$ cat src/rtl/cdt_arb_pkg.sv
// Shared types and helpers for countdown_timer_arbiter.
//   cdt_state_e : controller state encoding (IDLE, LOAD, RUN, DONE)
//   rr_next_idx : round-robin pointer advance with wrap at n-1 (n need not be a power of two)
package cdt_arb_pkg;

  typedef enum logic [1:0] {IDLE, LOAD, RUN, DONE} cdt_state_e;

  function automatic int rr_next_idx(input int idx, input int n);
    return (idx >= n - 1) ? 0 : idx + 1;
  endfunction

endpackage

$ cat src/rtl/rr_arbiter_onehot.sv
// Combinational round-robin pick: the search starts at ptr and wraps; the first set bit wins.
// Ports:
//   req     in  NREQ  request vector
//   ptr     in  IDXW  highest-priority index (must be < NREQ)
//   gnt_oh  out NREQ  one-hot winner (zero when no request)
//   gnt_idx out IDXW  winner index (zero when no request)
//   vld     out 1     a winner exists
module rr_arbiter_onehot #(
  parameter int NREQ = 4,
  parameter int IDXW = $clog2(NREQ)
) (
  input  logic [NREQ-1:0] req,
  input  logic [IDXW-1:0] ptr,
  output logic [NREQ-1:0] gnt_oh,
  output logic [IDXW-1:0] gnt_idx,
  output logic            vld
);

  logic [IDXW-1:0] idx;

  always_comb begin
    gnt_oh  = '0;
    gnt_idx = '0;
    vld     = 1'b0;
    idx     = '0;
    for (int k = 0; k < NREQ; k++) begin
      // Modulo keeps the candidate inside 0..NREQ-1 for non power-of-two NREQ.
      idx = IDXW'((int'(ptr) + k) % NREQ);
      if (!vld && req[idx]) begin
        vld          = 1'b1;
        gnt_idx      = idx;
        gnt_oh[idx]  = 1'b1;
      end
    end
  end

endmodule

$ cat src/rtl/countdown_timer_arbiter.sv
// Shares one external up/down counter among NREQ requesters, each needing a one-shot
// countdown of length L. Round-robin arbitration, counter load/enable control, and a
// one-cycle done pulse to the owner when the counter reaches terminal count.
// Optional build macro CDT_ARB_ABORT_EN: the owner dropping req in LOAD/RUN abandons
// the countdown (back to IDLE, no done). Without it the countdown always completes.
// Ports:
//   clk, rst_n       clock, asynchronous active-low reset
//   req[NREQ]        per-requester level request, held until done
//   req_len          packed lengths, slice i = [i*WIDTH +: WIDTH], sampled on arbitration only
//   gnt[NREQ]        one-hot owner, zero when idle
//   done[NREQ]       one-cycle completion pulse to the owner
//   busy             state is not IDLE
//   cnt_load/cnt_load_val/cnt_en/cnt_up_n_down  counter controls (direction fixed down)
//   cnt_tc           counter terminal count (count == 0 in down mode)
module countdown_timer_arbiter
  import cdt_arb_pkg::*;
#(
  parameter  int NREQ  = 4,
  parameter  int WIDTH = 8,
  localparam int IDXW  = $clog2(NREQ)
) (
  input  logic                  clk,
  input  logic                  rst_n,
  input  logic [NREQ-1:0]       req,
  input  logic [NREQ*WIDTH-1:0] req_len,
  output logic [NREQ-1:0]       gnt,
  output logic [NREQ-1:0]       done,
  output logic                  busy,
  output logic                  cnt_load,
  output logic [WIDTH-1:0]      cnt_load_val,
  output logic                  cnt_en,
  output logic                  cnt_up_n_down,
  input  logic                  cnt_tc
);

  cdt_state_e       state, state_nx;
  logic [IDXW-1:0]  owner, rr_ptr;
  logic [WIDTH-1:0] len_q, win_len;
  logic [NREQ-1:0]  win_oh, owner_oh;
  logic [IDXW-1:0]  win_idx;
  logic             win_vld;
  logic             abort;

  rr_arbiter_onehot #(.NREQ(NREQ), .IDXW(IDXW)) u_rr (
    .req     (req),
    .ptr     (rr_ptr),
    .gnt_oh  (win_oh),
    .gnt_idx (win_idx),
    .vld     (win_vld)
  );

  // One-hot mux of the winner's length.
  always_comb begin
    win_len = '0;
    for (int i = 0; i < NREQ; i++)
      if (win_oh[i]) win_len = win_len | req_len[i*WIDTH +: WIDTH];
  end

`ifdef CDT_ARB_ABORT_EN
  assign abort = ((state == LOAD) || (state == RUN)) && !req[owner];
`else
  assign abort = 1'b0;
`endif

  always_comb begin
    state_nx = state;
    case (state)
      IDLE:    if (win_vld) state_nx = LOAD;
      LOAD:    state_nx = abort ? IDLE : RUN;
      RUN:     if (abort) state_nx = IDLE;
               else if (cnt_tc) state_nx = DONE;
      DONE:    state_nx = IDLE;
      default: state_nx = IDLE;
    endcase
  end

  always_ff @(posedge clk or negedge rst_n) begin
    if (!rst_n) begin
      state  <= IDLE;
      owner  <= '0;
      len_q  <= '0;
      rr_ptr <= '0;
    end else begin
      state <= state_nx;
      if ((state == IDLE) && win_vld) begin
        owner <= win_idx;
        len_q <= win_len;
      end
      // Completed or abandoned owner drops to lowest priority.
      if ((state == DONE) || abort)
        rr_ptr <= IDXW'(rr_next_idx(int'(owner), NREQ));
    end
  end

  assign owner_oh      = NREQ'(1) << owner;
  assign busy          = (state != IDLE);
  assign gnt           = busy ? owner_oh : '0;
  assign done          = (state == DONE) ? owner_oh : '0;
  assign cnt_load      = (state == LOAD);
  assign cnt_load_val  = cnt_load ? len_q : '0;
  // Stop enabling at terminal count so the counter holds at 0 instead of wrapping.
  assign cnt_en        = (state == RUN) && !cnt_tc && !abort;
  assign cnt_up_n_down = 1'b0;

endmodule

$ cat config.mk
export PLATFORM = sky130hd
export DESIGN_NAME = countdown_timer_arbiter
export DESIGN_NICKNAME = d
export VERILOG_FILES = /design/src/rtl/cdt_arb_pkg.sv /design/src/rtl/rr_arbiter_onehot.sv /design/src/rtl/countdown_timer_arbiter.sv
export SDC_FILE = /design/constraint.sdc
export NUM_CORES = 1
export LEC_CHECK = 0
export BUFFER_PORTS_ARGS = -buffer_cell sky130_fd_sc_hd__buf_2
export CAP_MARGIN = 5
export CELL_PAD_IN_SITES_DETAIL_PLACEMENT = 0
export CELL_PAD_IN_SITES_GLOBAL_PLACEMENT = 1
export CORE_ASPECT_RATIO = 0.6
export CORE_UTILIZATION = 35
export DETAILED_ROUTE_END_ITERATION = 16
export GPL_ROUTABILITY_DRIVEN = 0
export PLACE_DENSITY_LB_ADDON = 0.1
export SYNTH_ARGS = -nofsm -noshare
export SYNTH_HDL_FRONTEND = slang
export SYNTH_HIERARCHICAL = 1
export SYNTH_SLANG_ARGS = --single-unit
$ cat constraint.sdc
create_clock -name clk -period 7.4 [get_ports clk]
set_input_delay 0 -clock clk [delete_from_list [all_inputs] [get_ports clk]]
set_output_delay 0 -clock clk [all_outputs]
set_load 0.005 [all_outputs]
Word-level counts from Yosys, hierarchy flattened
Index checks and enable logic that the tools add are counted.

word-level totals
  word-level logic and storage cells = 84
  output and inout bits = 20
  input port bits = 39
  register bits after elaboration = 14

cells by class
  reduce and logical (&&, ||, !) cells = 16
  $add $sub $neg = 4
  shift-type cells = 1
  order comparisons = 9
  muxes and demuxes = 39
  eq/ne operators = 5
  bitwise gates (word level) = 6

operators with widths
  operator             count
  $mux 8               5
  $mux 4               6
  $or 8x8->8           3
  $mux 2               7
  $lt 2x3->1 const B   4
  $mux 1               12
  $or 4x4->4           3
  $logic_and 1x1->1    9
  $bmux 1 s2           4
  $demux 1 s2          4
  $ge 2x1->1 const B   4
  $pmux 2 s4           1
  $add 2x1->2 const B  2
  $add 2x2->2 const B  2
  $eq 2x2->1 const B   2
  $logic_not 1->1      4
  $ne 2x2->1 const B   2
  $shl 1x2->4 const A  1
  $eq 2x1->1 const B   1
  $ge 2x2->1 const B   1
  $logic_not 2->1      1
  $reduce_and 2->1     1
  $reduce_bool 2->1    1

Logic depth before layout (Yosys ltp)
Gate-level depths: netlist (run 1).

  word-level depth = 19
  mapped depth = 12
  depth with buffers taken out = 9

Hierarchy
Netlist (run 1), hierarchy kept.

by module, submodules not included
  module                   instances  area each (sq um)  cells each  seq. area each (sq um)
  countdown_timer_arbiter  1          1002.2             94          350.3
  rr_arbiter_onehot        1          419.2              45          0.0

Least setup slack after synthesis (run 1)
OpenSTA, ideal clock, no wires.

  path type = register to register
  start = register rr_ptr[0]
  end = register len_q[3]
  data arrival time = 2.340 ns
  setup slack = 4.937 ns
  library setup time = 0.123 ns
  clock period less this slack = 2.463 ns
  required time = 7.277 ns
  cell stages (with the launch flop) = 13
  buffers on the path = 3
  cell sequence = dfrtp_1 -> buf_6 -> inv_1 -> ha_1 -> mux4_2 -> buf_6 -> and2b_2 -> a22oi_1 -> o21ai_0 -> buf_6 -> a22o_1 -> a221oi_2 -> o21ai_1

between the ends
  elaborated cells between the ends (all ways) = 56
  those cells by class = 3 x add/sub; 8 x order compare; 28 x mux; 6 x bitwise; 11 x reduce/logical

RTL lines
  item                                                 RTL line                       source
  from (decl)                                          countdown_timer_arbiter.sv:37  logic [IDXW-1:0] owner, rr_ptr;
  from (signal assigned)                               countdown_timer_arbiter.sv:91  rr_ptr <= IDXW'(rr_next_idx(int'(owner), NREQ));
  branches (longest 11 deep; another with $lt 2x3->1)  -
  $mux 4 *                                             rr_arbiter_onehot.sv:29        if (!vld && req[idx]) begin
  via win_oh[1]                                        countdown_timer_arbiter.sv:39  logic [NREQ-1:0] win_oh, owner_oh;
  $mux 8 *                                             countdown_timer_arbiter.sv:56  if (win_oh[i]) win_len = win_len | req_len[i*WIDTH +: WIDTH];
  $or 8x8->8                                           countdown_timer_arbiter.sv:56
  $mux 8 *                                             countdown_timer_arbiter.sv:56
  $or 8x8->8                                           countdown_timer_arbiter.sv:56
  $mux 8 *                                             countdown_timer_arbiter.sv:56
  to (signal assigned)                                 countdown_timer_arbiter.sv:87  len_q <= win_len;
  to (decl)                                            countdown_timer_arbiter.sv:38  logic [WIDTH-1:0] len_q, win_len;

Mark *: on every way through the listed nets, which the timed path passes. The select of a mux whose other input is x is not followed.
A chain may end at the register's enable or synchronous reset.

Worst setup path after layout (run 1)
  start = register rr_ptr[0]
  end = register len_q[0]

between the ends
  word-level cells in the longest chain between the ends = 19
  elaborated cells between the ends (all ways) = 56
  those cells by class = 3 x add/sub; 8 x order compare; 28 x mux; 6 x bitwise; 11 x reduce/logical

ends and longest elaborated chain
  item                                                 RTL line
  branches (longest 11 deep; another with $lt 2x3->1)  -
  $mux 4 *                                             rr_arbiter_onehot.sv:29
  via win_oh[0]                                        countdown_timer_arbiter.sv:39
  $mux 8 *                                             countdown_timer_arbiter.sv:56
  $or 8x8->8                                           countdown_timer_arbiter.sv:56
  $mux 8 *                                             countdown_timer_arbiter.sv:56
  $or 8x8->8                                           countdown_timer_arbiter.sv:56
  $mux 8 *                                             countdown_timer_arbiter.sv:56
  $or 8x8->8                                           countdown_timer_arbiter.sv:56
  $mux 8 *                                             countdown_timer_arbiter.sv:56

Marks and branches as above.

==> impl_metrics.prom, run 1 <==
# TYPE chip_impl_metric gauge
chip_impl_info{name="failing_checks",value="design-rule violations"} 1
chip_impl_metric{name="timing.critical_path.fanout_max",unit=""} 13
chip_impl_metric{name="grt_antenna_before_repair",unit=""} 0
chip_impl_metric{name="power_frac_clock",unit=""} 0.092
chip_impl_info{name="netlist.top_cell.by_area",value="dfrtp_1"} 1
chip_impl_info{name="critPathTopFamily",value="compound AO/OA/AOI/OAI gates"} 1
chip_impl_metric{name="combPwrFrac",unit=""} 0.706
chip_impl_info{name="cell_at_the_slowest_stage_of_the_critical_path",value="o21ai_0"} 1
chip_impl_metric{name="initial_core_util",unit=""} 0.375
chip_impl_metric{name="max_slew.worst_pin.slew",unit="ns"} 1.11
chip_impl_metric{name="seq_power_share",unit=""} 0.201
chip_impl_metric{name="remaining_overflow_grt",unit=""} 0
chip_impl_info{name="grt_setup_unrepaired",value="no"} 1
chip_impl_metric{name="drt_pass1_iterations",unit=""} 10
chip_impl_metric{name="dr_total_vias",unit=""} 1242
chip_impl_metric{name="crit_required",unit="ns"} 7.57
chip_impl_metric{name="met3RoutedLength",unit="um"} 187
chip_impl_metric{name="max-vdd-ir-drop",unit="V"} 0.000184
chip_impl_metric{name="cts_sinks",unit=""} 14
chip_impl_metric{name="grt_first_pass_wirelength",unit="mm"} 5.23
chip_impl_metric{name="core-area",unit="sq mm"} 0.00379
chip_impl_metric{name="arrival",unit="ns"} 3.64
chip_impl_metric{name="area_taken_by_multi_input_logic_gates",unit="sq um"} 940
chip_impl_metric{name="placed_cells_incl_taps",unit=""} 234
chip_impl_metric{name="async_flop_share",unit=""} 1.00
chip_impl_metric{name="worst_skew_pair.late_latency",unit="ns"} 0.24
chip_impl_metric{name="route.detailed.wl_per_inst",unit="um"} 14.0
chip_impl_metric{name="hold_viol_final",unit=""} 0
chip_impl_metric{name="placement_rows",unit=""} 17
chip_impl_metric{name="clk_transition_reported_paths",unit="ns"} 0.06
chip_impl_metric{name="slew_viol_final",unit=""} 0
chip_impl_metric{name="grt_pass1_vias",unit=""} 1042
chip_impl_info{name="critical_path.endpoint_type",value="flip-flop"} 1
chip_impl_info{name="yosysMostFrequentCell",value="dfrtp_1"} 1
chip_impl_metric{name="leakagePower",unit="nW"} 0.877
chip_impl_metric{name="net_sw_frac",unit=""} 0.460
chip_impl_metric{name="post-synth-top-area-fraction",unit=""} 0.246
chip_impl_metric{name="m1_wire_length",unit="mm"} 1.77
chip_impl_metric{name="n_antenna_cell",unit=""} 0
chip_impl_metric{name="die_height",unit="um"} 51.4
chip_impl_metric{name="cellInternalPower",unit="uW"} 424
chip_impl_metric{name="grt_max_degree",unit=""} 19
chip_impl_metric{name="timing.final.ws_setup",unit="ns"} 3.93
chip_impl_metric{name="cts-buffers-inserted",unit=""} 3
chip_impl_metric{name="post_synth_inst_count",unit=""} 139
chip_impl_metric{name="final_util",unit=""} 0.462
chip_impl_metric{name="hpwlAfterDp",unit="mm"} 2.75
chip_impl_metric{name="power_density",unit="mW/mm^2"} 449
chip_impl_info{name="criticalPathCategory",value="reg2reg"} 1
chip_impl_metric{name="boundaryPins",unit=""} 59
chip_impl_metric{name="final_period_util",unit=""} 0.469
chip_impl_metric{name="final.fill_count",unit=""} 370
chip_impl_info{name="cp-start-kind",value="flip-flop"} 1
chip_impl_metric{name="achievable-frequency",unit="GHz"} 0.288
chip_impl_metric{name="drt_first_iter_violations",unit=""} 46
chip_impl_metric{name="pre_cts_slack",unit="ns"} 3.86
chip_impl_metric{name="detail-route-antenna-nets",unit=""} 0
chip_impl_metric{name="switchingPower",unit="uW"} 361
chip_impl_metric{name="max-clock-path-buffers",unit=""} 2
chip_impl_metric{name="die_area",unit="sq mm"} 0.00433
chip_impl_info{name="topRoutingLayerUsed",value="met4"} 1
chip_impl_metric{name="worstPathBufferInverterCount",unit=""} 1
chip_impl_metric{name="slew_headroom",unit=""} 0.252
chip_impl_metric{name="timing.max_cap.violations",unit=""} 0
chip_impl_metric{name="grt_use_total",unit=""} 0.159
chip_impl_metric{name="setup_viol",unit=""} 0
chip_impl_metric{name="final_net_count",unit=""} 246
chip_impl_metric{name="drt-vias-per-instance",unit=""} 5.18
chip_impl_metric{name="share_of_cells_above_drive_strength_1",unit=""} 0.440
chip_impl_metric{name="met2_layer_wire_length_in_the_routed_design",unit="mm"} 1.37
chip_impl_metric{name="fp.dieW",unit="um"} 84.3
chip_impl_metric{name="syn_area",unit="sq mm"} 0.00142
chip_impl_metric{name="wl",unit="mm"} 3.36
chip_impl_metric{name="synth-edff-count",unit=""} 0
chip_impl_info{name="cts_tree",value="built"} 1
chip_impl_metric{name="layout-area-overhead-vs-synth",unit="%"} 23.1
chip_impl_info{name="top_cells_by_count_synth",value="14 x dfrtp_1, 13 x ha_1, 12 x and2_1"} 1
chip_impl_metric{name="synth.yosys.seq_area_share",unit=""} 0.246
chip_impl_metric{name="sequential_cell_area",unit="sq um"} 350
chip_impl_metric{name="clock-skew-final",unit="ns"} 0.00239
chip_impl_metric{name="drc",unit=""} 8
chip_impl_metric{name="worst_path_largest_cell_delay",unit="ns"} 0.84
chip_impl_metric{name="clock_tree.htree_level_count",unit=""} 1
chip_impl_metric{name="yosys_warnings",unit=""} 6
chip_impl_info{name="outcome",value="complete, but fails checks"} 1
chip_impl_metric{name="netlist_cell_types",unit=""} 34
chip_impl_metric{name="period_needed",unit="ns"} 3.47
chip_impl_info{name="min_path_type",value="in2reg"} 1
chip_impl_info{name="cts_root_buf",value="clkbuf_8"} 1
chip_impl_info{name="synth.top_cells.by_area",value="dfrtp_1 25%, ha_1 11%, a221oi_2 8.5%"} 1
chip_impl_metric{name="tns",unit="ns"} 0
chip_impl_metric{name="instances_no_fill",unit=""} 240
chip_impl_metric{name="synth_area_per_cell",unit="sq um"} 10.2
chip_impl_metric{name="synth_fp_nets",unit=""} 191
chip_impl_metric{name="io_buffers",unit=""} 57
chip_impl_info{name="ys_dominant_reg_cell",value="dfrtp_1"} 1
chip_impl_metric{name="finalHoldWorstSlack",unit="ns"} 0.0209
chip_impl_metric{name="postSynthRegisterBits",unit=""} 14
chip_impl_info{name="worstPathCellList",value="inv_1 -> ha_1 -> mux4_2 -> and2b_2 -> a22oi_1 -> o21ai_0 -> a22o_1 -> a221oi_2 -> o21ai_1"} 1
[through the flow]
| step | instance area, sq um | power (mW) |
|---|---|---|
| global route | 1750 | 0.867 |
| floorplan | 1420 | 0.622 |
| finish | 1750 | 0.786 |
| detailed placement | 1680 | 0.710 |
| global placement | 1680 | 0.703 |
| CTS | 1740 | 0.785 |
[sequential cells by signal (all words and copies together), names as in the netlist]
register / flops
owner: 2
len_q: 8
state: 2
rr_ptr: 2
[per-layer routing]
layer	up-vias	track usage
met3	4	0.0210
li1	619	-
met5	-	0
met2	40	0.221
met1	579	0.248
met4	0	0.0517
[tightest hold or removal path: stages]
cell and delay (ns):
buf_2 0.08, a221oi_2 0.04, o21ai_1 0.10
[cell type report]
cell class,instances,area share
clock buffer,4,0.0315
timing repair buffer,60,0.176
multi-input combinational,105,0.537
tap,47,0.0336
sequential,14,0.200
inverter,10,0.0215
[placed cells by master (no fill, tap or decap), types with 2 or more instances in the layout]
cell type and instances:
inv_1 10, nand2_1 9, o21ai_0 5, and2_1 12, a22o_1 8, nor2_1 3
mux4_2 2, o21ai_1 8, ha_1 13, nor2b_1 4, buf_2 58, dfrtp_1 14
mux4_1 2, a22oi_1 8, clkbuf_8 4, a221oi_2 8, mux2_2 7
[power groups by stage]
stage	clock network [mW]	registers [mW]	logic, mW
after floorplan	0	0.140	0.482
after global placement	0	0.156	0.547
after detailed placement	0	0.160	0.550
after CTS	0.0747	0.159	0.551
after global routing	0.0802	0.166	0.621
final	0.0726	0.158	0.555
[logic make-up after synthesis]
logic type                 count (synthesis)  synth area share
DFF                                       14             0.246
buffers and inverters                     20            0.0924
AOI/OAI and AO/OA                         44             0.261
adders and majority gates                 13             0.114
muxes                                     12             0.131
other                                      1           0.00264
and+or+nand+nor                           35             0.151
[repair_timing]
item	4_1_cts	5_1_grt
setup buffers	0	0
hold endpoints to repair	14	0
hold buffers	1	0
resized for setup	0	0
setup endpoints to repair	0	0
[worst paths after layout]
check / startpoint / to / slack (ns) / cells after the start
max in group asynchronous: rst_n / rr_ptr[0] / 6.98 / 2
hold / removal: req_len[19] / len_q[3] / 0.02 / 3
hold reg to reg: len_q[2] / len_q[2] / 0.48 / 2
min in group asynchronous: rst_n / state[0] / 0.18 / 2
setup reg to reg: rr_ptr[0] / len_q[0] / 3.93 / 9
setup / recovery: rr_ptr[0] / len_q[0] / 3.93 / 9
Note: power is estimated with default switching activity, not from simulation.
==> inputs of run 2 (changes only) <==
- ABC_AREA: default -> 1
- CORE_UTILIZATION: 35 -> 29
- clock period: 7.4 -> 3.1 ns (I/O delays scaled with it)
==> run 2 against run 1 <==
Against the previous run:
- the run now ends clean
- wire length rose by 15%
- setup slack got worse by 3.4 ns
- fmax rose by 35%
- register-to-register slack got worse by 3.4 ns
- sequential share of layout area fell by 0.72 points
- count of clock-buffer cells in the layout fell by 1
- first-iteration DRC count rose by 83%
- critical path type unchanged
- critical endpoint is now len_q[3]
- highest routed layer unchanged
==> impl_metrics.prom, run 2 <==
# TYPE chip_impl_metric gauge
chip_impl_metric{name="synth-edff-count",unit=""} 0
chip_impl_metric{name="synth_area_per_cell",unit="sq um"} 6.23
chip_impl_metric{name="tns",unit="ns"} 0
chip_impl_info{name="synth.top_cells.by_area",value="dfrtp_1 24%, nand2_1 19%, ha_1 11%"} 1
chip_impl_info{name="top_cells_by_count_synth",value="72 x nand2_1, 34 x inv_1, 29 x nor2_1"} 1
chip_impl_info{name="criticalPathCategory",value="reg2reg"} 1
chip_impl_metric{name="crit_required",unit="ns"} 3.22
chip_impl_metric{name="post-synth-top-area-fraction",unit=""} 0.241
chip_impl_metric{name="netlist_cell_types",unit=""} 24
chip_impl_metric{name="io_buffers",unit=""} 57
chip_impl_metric{name="syn_area",unit="sq mm"} 0.00145
chip_impl_info{name="yosysMostFrequentCell",value="nand2_1"} 1
chip_impl_metric{name="synth.yosys.seq_area_share",unit=""} 0.241
chip_impl_metric{name="hpwlAfterDp",unit="mm"} 3.17
chip_impl_metric{name="cts_setup_buffers",unit=""} 0
chip_impl_metric{name="yosys_warnings",unit=""} 6
chip_impl_metric{name="remaining_overflow_grt",unit=""} 0
chip_impl_metric{name="die_area",unit="sq mm"} 0.00530
chip_impl_metric{name="final_net_count",unit=""} 340
chip_impl_info{name="layout_commonest_cell",value="nand2_1"} 1
chip_impl_metric{name="grt_antenna_before_repair",unit=""} 0
chip_impl_info{name="grt_setup_unrepaired",value="no"} 1
chip_impl_metric{name="clock_tree.htree_level_count",unit=""} 1
chip_impl_metric{name="final_period_util",unit=""} 0.829
chip_impl_info{name="ys_dominant_reg_cell",value="dfrtp_1"} 1
chip_impl_metric{name="postSynthRegisterBits",unit=""} 14
chip_impl_metric{name="achievable-frequency",unit="GHz"} 0.389
chip_impl_metric{name="setup_viol",unit=""} 0
chip_impl_info{name="min_path_type",value="in2reg"} 1
chip_impl_metric{name="route.detailed.wl_per_inst",unit="um"} 11.1
chip_impl_info{name="outcome",value="completed"} 1
chip_impl_metric{name="drt-vias-per-instance",unit=""} 4.35
chip_impl_metric{name="slew_viol_final",unit=""} 0
chip_impl_metric{name="fp.dieW",unit="um"} 93.3
chip_impl_metric{name="initial_core_util",unit=""} 0.310
chip_impl_metric{name="pre_cts_slack",unit="ns"} 0.615
chip_impl_info{name="cp-start-kind",value="flip-flop"} 1
chip_impl_metric{name="timing.max_cap.violations",unit=""} 0
chip_impl_metric{name="period_needed",unit="ns"} 2.57
chip_impl_metric{name="synth_fp_nets",unit=""} 285
chip_impl_metric{name="grt_first_pass_wirelength",unit="mm"} 6.23
chip_impl_metric{name="layout-area-overhead-vs-synth",unit="%"} 25.0
chip_impl_info{name="cts_root_buf",value="clkbuf_8"} 1
chip_impl_metric{name="drc",unit=""} 0
chip_impl_metric{name="arrival",unit="ns"} 2.69
chip_impl_metric{name="die_height",unit="um"} 56.8
chip_impl_metric{name="placement_rows",unit=""} 19
chip_impl_metric{name="cts_sinks",unit=""} 14
chip_impl_metric{name="drt_first_iter_violations",unit=""} 84
chip_impl_metric{name="largest_reg_flops",unit=""} 8
chip_impl_metric{name="worst_skew_pair.late_latency",unit="ns"} 0.24
chip_impl_info{name="critical_path.endpoint_type",value="flip-flop"} 1
chip_impl_metric{name="clock-skew-final",unit="ns"} 0.00163
chip_impl_metric{name="timing.critical_path.fanout_max",unit=""} 10
chip_impl_metric{name="hold_viol_final",unit=""} 0
chip_impl_metric{name="post_synth_inst_count",unit=""} 233
chip_impl_metric{name="cts-buffers-inserted",unit=""} 3
chip_impl_metric{name="dpl-instance-area",unit="sq mm"} 0.00176
chip_impl_metric{name="core-area",unit="sq mm"} 0.00468
chip_impl_metric{name="leakagePower",unit="nW"} 1.09
chip_impl_metric{name="finish.instance_area",unit="sq mm"} 0.00181
chip_impl_metric{name="drt_pass1_iterations",unit=""} 4
chip_impl_metric{name="postcts_resize_cnt",unit=""} 0
chip_impl_metric{name="dr_total_vias",unit=""} 1518
chip_impl_metric{name="final.fill_count",unit=""} 521
chip_impl_info{name="netlist.top_cell.by_area",value="dfrtp_1"} 1
chip_impl_metric{name="wl",unit="mm"} 3.87
chip_impl_metric{name="share_of_cells_above_drive_strength_1",unit=""} 0.262
chip_impl_metric{name="detail-route-antenna-nets",unit=""} 0
chip_impl_info{name="max_flop_register",value="len_q"} 1
chip_impl_metric{name="grt_use_total",unit=""} 0.152
chip_impl_metric{name="timing.final.ws_setup",unit="ns"} 0.530
chip_impl_info{name="cts_tree",value="built"} 1
chip_impl_metric{name="hold_buffers",unit=""} 1
chip_impl_info{name="most-common-layout-cells",value="72 x nand2_1, 57 x buf_2, 34 x inv_1, 29 x nor2_1, 22 x nand3_1"} 1
chip_impl_metric{name="power_density",unit="mW/mm^2"} 1070
chip_impl_metric{name="async_flop_share",unit=""} 1.00
chip_impl_metric{name="max-clock-path-buffers",unit=""} 2
chip_impl_metric{name="boundaryPins",unit=""} 59
chip_impl_metric{name="n_antenna_cell",unit=""} 0
chip_impl_metric{name="grt_max_degree",unit=""} 20
chip_impl_metric{name="grt_pass1_vias",unit=""} 1302
chip_impl_metric{name="max-vdd-ir-drop",unit="V"} 0.000382
chip_impl_metric{name="clk_transition_reported_paths",unit="ns"} 0.05
==> run 2: cell count changes after synthesis, sizes merged, moves of 12 or more <==
cell   before  now
and2       12    0
nand3       0   24
inv        10   36
nand2      10   81
nor2        3   30
==> run 2: cells by family after synthesis <==
family / Yosys count / share of synthesized area
other cells: 1 / 0.00258
fa+ha+maj: 13 / 0.112
simple gates: 142 / 0.436
buf+inv: 44 / 0.131
compound gates: 18 / 0.0690
mux: 1 / 0.00776
flops: 14 / 0.241
==> run 2: final timing paths <==
kind	endpoint	start	cells after the start	slack, ns
worst min-delay path	len_q[0]	req_len[16]	5	0.08
min in group asynchronous	state[0]	rst_n	2	0.19
worst min register to register	len_q[0]	len_q[0]	2	0.51
worst max register to register	len_q[3]	rr_ptr[0]	12	0.53
worst max-delay path	len_q[3]	rr_ptr[0]	12	0.53
max in group asynchronous	len_q[1]	rst_n	2	2.67
==> run 2: power breakdown <==
group	total (mW)	internal, mW	switching [mW]
sequential	0.367	0.284	0.0832
combinational	1.44	0.493	0.945
clock	0.144	0.0858	0.0586
==> run 2: per-layer routing <==
metal,part of all wire,track usage,vias up,wire [um]
met5,0,0,-,0
met4,0.011,0.0593,0,43
met3,0.054,0.0136,4,208
met2,0.35,0.186,53,1350
met1,0.59,0.256,640,2270
li1,-,-,821,-
==> run 2: through the flow <==
step	utilization	total power, mW	hold slack [ns]	cells
after floorplan	-	1.47	-0.296	233
after global placement	0.376	1.84	-0.0772	345
after detailed placement	0.376	1.80	-0.0827	345
after CTS	0.387	1.96	0.0783	349
after global routing	0.387	2.20	0.117	349
final	0.387	1.95	0.0787	349
==> run 2: worst max-delay path: stages, from the launching register on <==
cell     delay [ns]
dfrtp_1        0.54
inv_2          0.19
ha_1           0.38
inv_1          0.13
nand3_1        0.08
nand2_1        0.06
nor2_1         0.10
a21oi_1        0.17
nand3_1        0.30
nand2_1        0.15
nand3_1        0.08
nor2_1         0.20
nor2_1         0.07
==> run 2: final cells by class <==
cell class | instances | area, sq um | share of cell area
tap | 63 | 78.8 | 0.0434
clock buffer | 3 | 41.3 | 0.0228
inverter | 36 | 138 | 0.0759
timing repair buffer | 58 | 295 | 0.163
sequential | 14 | 350 | 0.193
multi-input combinational | 175 | 911 | 0.502
==> inputs of run 3 (changes only) <==
- ABC_AREA: 1 -> 0
- CORE_UTILIZATION: 29 -> 32
- clock period: 3.1 -> 2.3 ns (I/O delays scaled with it)
==> run 3 against run 2 <==
Against the previous run:
- the flow now finishes with violations (negative setup slack)
- total power increased by 82%
- global-route usage grew 3.0 points
- largest power group unchanged
- wire length increased by 7.5%
- die area down 11%
- first-iteration DRC count shrank 71%
- critical path depth decreased by 2
==> impl_metrics.prom, run 3 (synthesis results as in run 1) <==
# TYPE chip_impl_metric gauge
chip_impl_metric{name="grt_first_pass_wirelength",unit="mm"} 6.27
chip_impl_metric{name="n_antenna_cell",unit=""} 0
chip_impl_info{name="outcome",value="complete, but fails checks"} 1
chip_impl_info{name="cts_root_buf",value="clkbuf_8"} 1
chip_impl_info{name="criticalPathCategory",value="reg2reg"} 1
chip_impl_metric{name="drt_first_iter_violations",unit=""} 24
chip_impl_info{name="critPathTopFamily",value="compound AO/OA/AOI/OAI gates"} 1
chip_impl_metric{name="die_height",unit="um"} 53.6
chip_impl_metric{name="clock-skew-final",unit="ns"} 0.00997
chip_impl_metric{name="initial_core_util",unit=""} 0.339
chip_impl_metric{name="die_area",unit="sq mm"} 0.00472
chip_impl_metric{name="finish.instance_area",unit="sq mm"} 0.00218
chip_impl_metric{name="worst_path_largest_cell_delay",unit="ns"} 0.46
chip_impl_info{name="worstPathCellList",value="inv_4 -> ha_4 -> mux4_2 -> nor4b_4 -> buf_4 -> a22oi_2 -> o21ai_4 -> a22o_1 -> a221oi_4 -> o21ai_1"} 1
chip_impl_metric{name="tns",unit="ns"} -0.581
chip_impl_metric{name="remaining_overflow_grt",unit=""} 0
chip_impl_info{name="layout_commonest_cell",value="buf_2"} 1
chip_impl_metric{name="hpwlAfterDp",unit="mm"} 3.21
chip_impl_metric{name="dpl-instance-area",unit="sq mm"} 0.00185
chip_impl_metric{name="slew_viol_final",unit=""} 0
chip_impl_metric{name="io_buffers",unit=""} 57
chip_impl_metric{name="setup_viol",unit=""} 9
chip_impl_metric{name="wl",unit="mm"} 4.16
chip_impl_info{name="cp-start-kind",value="flip-flop"} 1
chip_impl_metric{name="worst_skew_pair.late_latency",unit="ns"} 0.25
chip_impl_metric{name="crit_required",unit="ns"} 2.43
chip_impl_metric{name="drc",unit=""} 0
chip_impl_metric{name="power_density",unit="mW/mm^2"} 1630
chip_impl_metric{name="layout-area-overhead-vs-synth",unit="%"} 53.3
chip_impl_metric{name="drt_pass1_iterations",unit=""} 5
chip_impl_metric{name="instances_no_fill",unit=""} 285
chip_impl_metric{name="timing.critical_path.fanout_max",unit=""} 7
chip_impl_metric{name="grt_max_degree",unit=""} 17
chip_impl_metric{name="period_needed",unit="ns"} 2.41
chip_impl_info{name="grt_setup_unrepaired",value="yes"} 1
chip_impl_metric{name="placed_cells_incl_taps",unit=""} 266
chip_impl_metric{name="dr_total_vias",unit=""} 1374
chip_impl_metric{name="share_of_cells_above_drive_strength_1",unit=""} 0.613
chip_impl_metric{name="max-clock-path-buffers",unit=""} 2
chip_impl_metric{name="core-area",unit="sq mm"} 0.00419
chip_impl_info{name="max_flop_register",value="len_q"} 1
chip_impl_metric{name="grt_antenna_before_repair",unit=""} 0
chip_impl_metric{name="placement_rows",unit=""} 18
chip_impl_metric{name="leakagePower",unit="nW"} 1.06
chip_impl_metric{name="fp.dieW",unit="um"} 88.0
chip_impl_info{name="min_path_type",value="in2reg"} 1
chip_impl_info{name="cts_tree",value="built"} 1
chip_impl_metric{name="hold_viol_final",unit=""} 0
chip_impl_metric{name="timing.final.ws_setup",unit="ns"} -0.108
chip_impl_info{name="critical_path.endpoint_type",value="flip-flop"} 1
chip_impl_metric{name="final_net_count",unit=""} 278
chip_impl_metric{name="worstPathBufferInverterCount",unit=""} 2
chip_impl_metric{name="cts_sinks",unit=""} 14
chip_impl_metric{name="grt_pass1_vias",unit=""} 1248
chip_impl_metric{name="arrival",unit="ns"} 2.53
chip_impl_metric{name="cts-buffers-inserted",unit=""} 3
chip_impl_metric{name="achievable-frequency",unit="GHz"} 0.415
chip_impl_metric{name="final_period_util",unit=""} 1.05
chip_impl_metric{name="drt-vias-per-instance",unit=""} 4.82
chip_impl_info{name="cell_at_the_slowest_stage_of_the_critical_path",value="dfrtp_2"} 1
chip_impl_metric{name="largest_reg_flops",unit=""} 8
chip_impl_info{name="failing_checks",value="negative setup slack"} 1
chip_impl_metric{name="grt_use_total",unit=""} 0.182
chip_impl_metric{name="detail-route-antenna-nets",unit=""} 0
chip_impl_metric{name="clock_tree.htree_level_count",unit=""} 1
chip_impl_info{name="most-common-layout-cells",value="57 x buf_2, 26 x buf_4, 12 x and2_1, 12 x ha_1, 12 x dfrtp_1"} 1
chip_impl_metric{name="max-vdd-ir-drop",unit="V"} 0.000656
chip_impl_metric{name="clk_transition_reported_paths",unit="ns"} 0.07
chip_impl_metric{name="route.detailed.wl_per_inst",unit="um"} 14.6
chip_impl_metric{name="boundaryPins",unit=""} 59
chip_impl_metric{name="timing.max_cap.violations",unit=""} 0
==> run 3: cell types whose count changed in the layout (fill, tap and decap cells not counted), moves of 12 or more <==
| cell | change |
|---|---|
| buf_4 | +26 |
| inv_1 | -26 |
| and2_1 | +12 |
| nor2_1 | -26 |
| nand2_1 | -63 |
| nand3_1 | -22 |
==> run 3: cell type report <==
type / instances / area (sq um)
inverter: 10 / 40.0
clock buffer: 4 / 55.1
multi-input combinational: 105 / 1070
fill: 421 / 2010
sequential: 14 / 353
tap: 60 / 75.1
timing repair buffer: 92 / 589
==> run 3: power breakdown <==
part	leakage [nW]	internal, mW	switching [mW]
clock network	0.0288	0.152	0.0953
registers	0.170	0.376	0.117
logic	0.860	1.50	1.31
total	1.06	2.03	1.53
==> run 3: stage by stage <==
stage / worst slack (ns) / util / power (mW) / hold slack (ns)
4_1_cts: -0.0571 / 0.495 / 3.30 / 0.00881
6_report: -0.108 / 0.520 / 3.56 / 0.0215
2_1_floorplan: -0.0215 / - / 2.05 / -0.296
5_1_grt: -0.219 / 0.520 / 3.84 / 0.0361
3_5_place_dp: -0.266 / 0.443 / 2.67 / -0.0538
3_3_place_gp: -0.159 / 0.443 / 2.61 / -0.0644
==> run 3: path summary, 6_finish.rpt <==
path / from / endpoint / slack [ns] / cells after the start
max in group asynchronous: rst_n / rr_ptr[1] / 1.78 / 2
worst min register to register: len_q[7] / len_q[7] / 0.48 / 2
worst max-delay path: rr_ptr[0] / len_q[7] / -0.11 / 10
worst min-delay path: req_len[14] / len_q[6] / 0.02 / 3
worst max register to register: rr_ptr[0] / len_q[7] / -0.11 / 10
min in group asynchronous: rst_n / len_q[3] / 0.21 / 2
==> run 3: metal layers <==
layer,track usage,vias up,part of all wire
met3,0.0368,2,0.031
li1,-,685,-
met1,0.275,661,0.53
met5,0,-,0
met2,0.269,26,0.44
met4,0.0323,0,0.0046
==> run 3: timing repair <==
| action | 4_1_cts | 5_1_grt |
|---|---|---|
| gates resized for setup | 22 | 13 |
| pin swaps | 11 | 13 |
| hold buffers | 1 | 0 |
| setup buffers | 7 | 8 |
| endpoints found under the setup margin | 12 | 11 |
| hold endpoints to repair | 14 | 0 |
==> run 3: worst reg2reg max path, stage by stage, from the launching register on <==
cell and delay, ns:
dfrtp_2 0.46, inv_4 0.06, ha_4 0.27, mux4_2 0.32, nor4b_4 0.16, buf_4 0.16
a22oi_2 0.19, o21ai_4 0.12, a22o_1 0.24, a221oi_4 0.22, o21ai_1 0.08
